**src/rtl/serial_shifter_if.sv**
```systemverilog
// serial_shifter_if: request/result bundle between the core's execute-stage
// control and the iterative shift unit.
//
// Handshake (start/done, no ready):
//   - The master raises start for one or more cycles. The slave samples
//     start, a, shamt and typ on a rising clock edge only while it is
//     accepting, i.e. while it is idle or presenting done. At any other
//     time start and the operands are ignored.
//   - busy is high while an accepted request is being shifted.
//   - done is a one-cycle pulse. r is valid from that cycle and holds until
//     the next request completes.
//
// Signals:
//   start  master->slave  request strobe
//   a      master->slave  operand (rs1)
//   shamt  master->slave  shift amount
//   typ    master->slave  {IR[30], IR[14]}: 00 SLL, 01 SRL, 11 SRA, 10 reserved
//                         ("type" is a reserved word, hence typ)
//   busy   slave->master  request in progress
//   done   slave->master  completion pulse
//   r      slave->master  result
interface serial_shifter_if #(
  parameter int XLEN = 32
);
  logic            start;
  logic [XLEN-1:0] a;
  logic [4:0]      shamt;
  logic [1:0]      typ;
  logic            busy;
  logic            done;
  logic [XLEN-1:0] r;

  modport master (
    output start, a, shamt, typ,
    input  busy, done, r
  );

  modport slave (
    input  start, a, shamt, typ,
    output busy, done, r
  );
endinterface

```
**src/rtl/serial_shifter.sv**
```systemverilog
// serial_shifter: multi-cycle RV32I shift unit (SLL/SRL/SRA). Each request
// shifts one bit position per clock instead of using a barrel array.
// Latency is shamt+2 cycles from the accepting edge to done.
//
// Ports:
//   clk          system clock, rising edge
//   rst          asynchronous, active-high reset
//   bus          serial_shifter_if.slave (start/a/shamt/typ in, busy/done/r out)
//   dbg_state_o  current FSM state (0 IDLE, 1 SHIFT, 2 DONE)
module serial_shifter #(
  parameter int XLEN = 32
) (
  input  logic                   clk,
  input  logic                   rst,
  serial_shifter_if.slave        bus,
  output logic [1:0]             dbg_state_o
);

  typedef enum logic [1:0] {
    S_IDLE  = 2'd0,
    S_SHIFT = 2'd1,
    S_DONE  = 2'd2
  } state_t;

  state_t          state_q, state_d;
  logic [XLEN-1:0] acc_q, acc_d;
  logic [4:0]      cnt_q, cnt_d;
  logic [1:0]      op_q, op_d;
  logic [XLEN-1:0] r_q, r_d;
  logic            accept;

  always_ff @(posedge clk or posedge rst) begin
    if (rst) begin
      state_q <= S_IDLE;
      acc_q   <= '0;
      cnt_q   <= '0;
      op_q    <= 2'b00;
      r_q     <= '0;
    end else begin
      state_q <= state_d;
      acc_q   <= acc_d;
      cnt_q   <= cnt_d;
      op_q    <= op_d;
      r_q     <= r_d;
    end
  end

  // A request is accepted from IDLE or straight out of DONE, which gives
  // back-to-back throughput without an idle cycle.
  assign accept = bus.start && ((state_q == S_IDLE) || (state_q == S_DONE));

  always_comb begin
    state_d = state_q;
    acc_d   = acc_q;
    cnt_d   = cnt_q;
    op_d    = op_q;
    r_d     = r_q;

    case (state_q)
      S_IDLE: begin
        state_d = S_IDLE;
      end
      S_SHIFT: begin
        if (cnt_q != 5'd0) begin
          cnt_d = cnt_q - 5'd1;
          case (op_q)
            2'b00:   acc_d = {acc_q[XLEN-2:0], 1'b0};
            2'b01:   acc_d = {1'b0, acc_q[XLEN-1:1]};
            // acc[MSB] still holds the original sign bit on every step.
            2'b11:   acc_d = {acc_q[XLEN-1], acc_q[XLEN-1:1]};
            default: acc_d = acc_q;
          endcase
        end else begin
          r_d     = acc_q;
          state_d = S_DONE;
        end
      end
      S_DONE: begin
        state_d = S_IDLE;
      end
      default: begin
        state_d = S_IDLE;
      end
    endcase

    // Loading overrides the IDLE/DONE transitions above.
    if (accept) begin
      state_d = S_SHIFT;
      op_d    = bus.typ;
      if (bus.typ == 2'b10) begin
        // Reserved encoding: result 0 with zero shift steps.
        acc_d = '0;
        cnt_d = 5'd0;
      end else begin
        acc_d = bus.a;
        cnt_d = bus.shamt;
      end
    end
  end

  // Status is decoded from registered state only; no path from start.
  assign bus.busy    = (state_q == S_SHIFT);
  assign bus.done    = (state_q == S_DONE);
  assign bus.r       = r_q;
  assign dbg_state_o = state_q;

endmodule

```
**src/flat_wrapper.sv**
```systemverilog
// flat-port wrapper written by rule: the top's interface ports become plain ports
module serial_shifter_flat 
#(
  parameter int XLEN = 32
)
  (clk, rst, dbg_state_o, bus_start, bus_a, bus_shamt, bus_typ, bus_busy, bus_done, bus_r);
  serial_shifter_if #(.XLEN(XLEN)) bus_i ();
  input  logic clk;
  input  logic rst;
  output logic [1:0] dbg_state_o;
  input wire logic [$bits(bus_i.start)-1:0] bus_start;
  input wire logic [$bits(bus_i.a)-1:0] bus_a;
  input wire logic [$bits(bus_i.shamt)-1:0] bus_shamt;
  input wire logic [$bits(bus_i.typ)-1:0] bus_typ;
  output wire logic [$bits(bus_i.busy)-1:0] bus_busy;
  output wire logic [$bits(bus_i.done)-1:0] bus_done;
  output wire logic [$bits(bus_i.r)-1:0] bus_r;
  assign bus_i.start = bus_start;
  assign bus_i.a = bus_a;
  assign bus_i.shamt = bus_shamt;
  assign bus_i.typ = bus_typ;
  assign bus_busy = bus_i.busy;
  assign bus_done = bus_i.done;
  assign bus_r = bus_i.r;
  serial_shifter #(.XLEN(XLEN)) u_core (.clk(clk), .rst(rst), .bus(bus_i), .dbg_state_o(dbg_state_o));
endmodule
```
**config.mk**
```make
export PLATFORM = sky130hd
export DESIGN_NAME = serial_shifter_flat
export DESIGN_NICKNAME = d
export VERILOG_FILES = /design/src/rtl/serial_shifter_if.sv /design/src/rtl/serial_shifter.sv /design/src/flat_wrapper.sv
export SDC_FILE = /design/constraint.sdc
export NUM_CORES = 1
export LEC_CHECK = 0
export CORE_MARGIN = 2
export CORE_UTILIZATION = 30
export DETAILED_ROUTE_END_ITERATION = 8
export GPL_TIMING_DRIVEN = 1
export PLACE_DENSITY = 0.52
export SKIP_LAST_GASP = 1
export SLEW_MARGIN = 20
export SYNTH_ARGS = -nofsm -noshare
export SYNTH_HDL_FRONTEND = slang
export SYNTH_SLANG_ARGS = --single-unit
```
**constraint.sdc**
```tcl
create_clock -name clk -period 5.93 [get_ports clk]
set_clock_uncertainty 0.1 [all_clocks]
set_input_delay 1.186 -clock clk [delete_from_list [all_inputs] [get_ports clk]]
set_output_delay 1.186 -clock clk [all_outputs]
set_load 0.01 [all_outputs]
```
# ---- Word-level counts from Yosys, hierarchy flattened
# Cells that the tools add are included.
# W data, S select, Z words.
dict set report word_totals {
  elab_cells 40
  inputBits 42
  ff_bits 73
}
dict set report classes {
  bitwise_logic 1
  n_eq_ne 7
  add_sub_neg 1
  reduce_logical 13
  muxes 12
}
# operator n
set op_table {}
lappend op_table {{$mux W32} 4}
lappend op_table {{$pmux W32 S3} 1}
lappend op_table {{$mux W5} 4}
lappend op_table {{$eq A2 B2 Y1 const B} 3}
lappend op_table {{$mux W2} 3}
lappend op_table {{$reduce_bool A5 Y1} 1}
lappend op_table {{$sub A5 B1 Y5 const B} 1}
lappend op_table {{$eq A2 B1 Y1 const B} 2}
lappend op_table {{$logic_not A2 Y1} 2}
lappend op_table {{$reduce_and A2 Y1} 2}
lappend op_table {{$reduce_and A4 Y1} 1}
lappend op_table {{$reduce_bool A2 Y1} 2}
lappend op_table {{$reduce_bool A4 Y1} 1}
lappend op_table {{$ne A3 B2 Y1 const B} 1}
lappend op_table {{$reduce_and A3 Y1} 1}
lappend op_table {{$reduce_bool A3 Y1} 1}
lappend op_table {{$ne A2 B1 Y1 const B} 1}
lappend op_table {{$logic_and A1 B1 Y1} 1}
lappend op_table {{$logic_or A1 B1 Y1} 1}
lappend op_table {{$not A1 Y1} 1}

# ---- Logic depth before layout (Yosys ltp)
dict set report logic_depth {
  ltp_word 5
  ltp_mapped 9
  ltp_nobuf 6
}

# ---- Worst setup path after synthesis
# No wires, ideal clock.
dict set report synth_path {
  path_type {input port to flip-flop}
  start {input port bus_start}
  end {register u_core.acc_q[10]}
  slack_ps 3621
  setup_ps 137
  t_arrival_ps 2072
  path_stages 6
  cell_sequence {nor2b_1 clkbuf_1 buf_1 nor2_1 a21oi_1 a21oi_1}
}
dict set report synth_between {
  elab_chain_len 3
  elab_cells_between_ends 6
  classes_between {mux (1); reduce/logical (5)}
}
# item line
set synth_lines {}
lappend synth_lines {{start: declaration} flat_wrapper.sv:11} ;# input wire logic [$bits(bus_i.start)-1:0] bus_start;
lappend synth_lines {{$logic_and A1 B1 Y1 *} serial_shifter.sv:50} ;# assign accept = bus.start && ((state_q == S_IDLE) || (state_q == S_DONE));
lappend synth_lines {{$reduce_bool A4 Y1 (no source line) / $reduce_bool A2 Y1 (equally long branches)} n/a}
lappend synth_lines {{$reduce_and A3 Y1 (no source line)} n/a}
lappend synth_lines {{end signal: assignment} serial_shifter.sv:35} ;# acc_q <= '0;
lappend synth_lines {{end signal: assignment} serial_shifter.sv:41} ;# acc_q <= acc_d;
lappend synth_lines {{end: declaration} serial_shifter.sv:26} ;# logic [XLEN-1:0] acc_q, acc_d;
# Every way passes the cells marked *; elsewhere a longest branch is shown, timed or not.
# A chain may end at the register's enable or synchronous reset.

# ---- Worst setup path in the final report
dict set report layout_path {
  start {register u_core.op_q[0]}
  end {register u_core.acc_q[17]}
}
dict set report layout_between {
  elab_chain_len 5
  elab_cells_between_ends 9
  classes_between {eq/ne (2); mux (4); reduce/logical (3)}
}
# item line
set layout_lines {}
lappend layout_lines {{start: declaration} serial_shifter.sv:28} ;# logic [1:0] op_q, op_d;
lappend layout_lines {{start signal: assignment} serial_shifter.sv:43} ;# op_q <= op_d;
lappend layout_lines {{$eq A2 B2 Y1, or another cell as far along} serial_shifter.sv:66} ;# case (op_q)
lappend layout_lines {{$pmux W32 S3} serial_shifter.sv:66}
lappend layout_lines {{$mux W32} serial_shifter.sv:64} ;# if (cnt_q != 5'd0) begin
lappend layout_lines {{$mux W32} serial_shifter.sv:59} ;# case (state_q)
lappend layout_lines {{$mux W32} serial_shifter.sv:87} ;# if (accept) begin
# Parallel ways exist; a longest one is shown, timed or not. The select of a mux whose other input is x is not followed.

==> run summary <==
status: finished clean
postcts setup bufs: 0
final WL: 8330 µm
FF+latch count, synth: 73
H-tree depth: 3
Skew-Pair Late Insertion Delay: 0.33 ns
crit path DAT: 3.23 ns
vias per cell: 4.70
core box area: 0.0120 mm²
Ports: 78
reg-to-reg slack, setup: 2.85 ns
mux share of post-synthesis cell area: 21.6%
clk sinks: 73
P per Cell Area: 611 mW/mm²
slowest CP cell: dfrtp_2
initial antenna violation count: 0
placed cell count: 539
die boundary height: 114 µm
Inserted Clock Buffers: 9
1st-iter DRT viols: 94
CP Launch Type: register
Post-Synth Adder-Cell Area: 1.37%
worst hold path type: reg2reg
Peak VDD IR: 0.203 mV
Synth Instances: 333
detailed-route DRC error count: 0
Seq/Total Area, Yosys: 49.9%
vias: 2603
CTS root buffer: clkbuf_16
top_reg_cell synth: dfrtp_1
first-pass GRT wire length: 13500 µm
critical-path cell list: inv_1 > ha_1 > nor2b_1 > o31ai_4 > buf_6 > buf_4 > nor2_1 > a21oi_1
diode count: 0
Final Cycle Share: 51.9%
worst hold endpoint: u_core.bus.r[22]
ANT nets after route: 0
Tmin final: 3.08 ns
Synth Area in Compound Gates: 11.0%
Total Negative Setup Slacks: 0 ns
number of synthesis warnings: 0
Tot GR Track Use: 13.3%
Area growth syn-to-layout: 31.2%
worst hold path startpoint: u_core.bus.r[22]
worst r2r src: u_core.op_q[0]
first-pass detailed-route iteration total: 4
share of post-route cells with drive strength above 1: 14.5%
clk buf depth: 2
initial core utilization: 30.6%
Reg2Reg Depth: 8
async set-reset flop share out of synthesis: 100%
slowest stage delay, CP: 0.98 ns
Post-Layout Cell Count: 554
Final Hold Vio Count: 0
largest net degree at the start of global routing: 71
Setup violations, final: 0
Placer Congestion: 0.688
vias in the first global route: 2605
Die X: 114 µm
Nets: 450
hold path depth: 1
Routed WL per cell: 15.0 µm
syn_nets: 379
die area: 0.0131 mm²
Max-cap violations: 0
Core Util, Final: 40.1%
DP HPWL: 5320 µm
PortBufs: 77
syn avg cell area: 11.0 µm²
Slew @ Worst Pin: 1.02 ns
FF-to-FF End: u_core.acc_q[17]
Leakage: 2.10 nW
fin. max-slew vios: 0
grt ovf: 0
CTS tree: done
CP max FO: 35
Crit path required time: 6.08 ns
Post-CTS Resized: 0
Post-Syn Area: 0.00366 mm²
Synth Area in Simple Gates: 10.7%
Netlist cell types: 35
Synth Area in XOR/XNOR: 0.479%
RSZ-0062 raised after global routing: no
clk slew on worst S/H paths: 0.06 ns
CTS Hold Bufs: 0
largest family of logic cells by synthesized area: multiplexers
num rows: 40
Slew HR: 31.8%
maximum clock frequency: 325 MHz
Worst setup EP type: register
Post-synth EDFFs: 0
kind of critical path: reg2reg
-- layer usage --
| metal | share of wire (%) | track usage (%) |
|---|---|---|
| met3 | 4.5 | 3.55 |
| met4 | 1.2 | 5.12 |
| met2 | 45 | 19.6 |
| met1 | 49 | 18.6 |
| met5 | 0 | 0 |
-- worst max-delay path, delay by kind of cell (launching register included) --
family | cells | cell delay, ns
simple gates | 2 | 0.24
flops | 1 | 0.98
buf+inv | 3 | 0.73
fa+ha+maj | 1 | 0.32
compound gates | 2 | 0.60
-- cells in the mapped netlist, types with 2 or more instances --
master    number  share of area, %
a21oi_1       60               8.2
a22o_1         2              0.48
buf_12         2               1.1
buf_2         10               1.4
clkbuf_1       7              0.72
dfrtp_1       73                50
ha_1           4               1.4
inv_1          7              0.72
mux2_2         4               1.2
mux2_4        29                12
mux2i_1       31               8.5
nand2_1        7              0.72
nor2_1        66               6.8
nor2b_1        3              0.51
nor3_1         2              0.27
o21ai_0        6              0.82
xnor2_1        2              0.48
-- cell type report --
| class | count | area, µm² |
|---|---|---|
| Tap cell | 147 | 184 |
| Fill cell | 1166 | 7160 |
| Clock buffer | 14 | 264 |
| Timing Repair Buffer | 82 | 825 |
| Multi-Input combinational cell | 230 | 1670 |
| Inverter | 8 | 32.5 |
| Sequential cell | 73 | 1830 |
-- worst max-delay path by stage --
stage / startpoint / end / slack [ns]
4_1_cts: u_core.op_q[0] / u_core.acc_q[17] / 2.49
3_3_place_gp: bus_start / u_core.acc_q[7] / 2.58
5_1_grt: u_core.op_q[0] / u_core.acc_q[30] / 2.60
2_1_floorplan: rst / u_core.acc_q[0] / 2.79
3_5_place_dp: bus_start / u_core.acc_q[16] / 2.51
6_report: u_core.op_q[0] / u_core.acc_q[17] / 2.85
-- flip-flops by register name, summed over array words and instances, names as in the netlist --
name                flops
u_core.acc_q           32
u_core.bus.r           32
u_core.cnt_q            5
u_core.dbg_state_o      2
u_core.op_q             2
-- power by group --
| part | switching [mW] | leakage (nW) | internal (mW) |
|---|---|---|---|
| registers | 0.258 | 0.823 | 0.758 |
| clock network | 0.195 | 0.129 | 0.302 |
| logic | 0.632 | 1.15 | 0.785 |
| total | 1.09 | 2.10 | 1.84 |
-- stage by stage --
stage | setup slack, ns | hold WS, ns | power, mW | instance area [µm²]
floorplan | 2.79 | 0.400 | 1.98 | 3660
global placement | 2.58 | 0.397 | 2.40 | 4500
detailed placement | 2.51 | 0.394 | 2.43 | 4520
CTS | 2.49 | 0.412 | 2.95 | 4790
global route | 2.60 | 0.433 | 3.17 | 4800
finish | 2.85 | 0.408 | 2.93 | 4800
-- cells in the final DEF, fill, tap and decap left out, types with 3 or more instances in the layout --
master and instances:
a21oi_1 60, buf_4 3, clkbuf_1 3, clkbuf_16 9, clkdlybuf4s50_1 77, dfrtp_1 72, ha_1 4, inv_1 6
mux2_2 4, mux2_4 29, mux2i_1 31, nand2_1 7, nor2_1 66, o21ai_0 6
-- cell families after synthesis --
logic type	count (synthesis)
multiplexers	64
adder cells (fa/ha/maj)	4
flip-flops	73
AND/OR/NAND/NOR	87
AO/OA/AOI/OAI	73
buffers and inverters	30
XOR/XNOR	2
No activity file was read; power rests on OpenSTA's default activity.
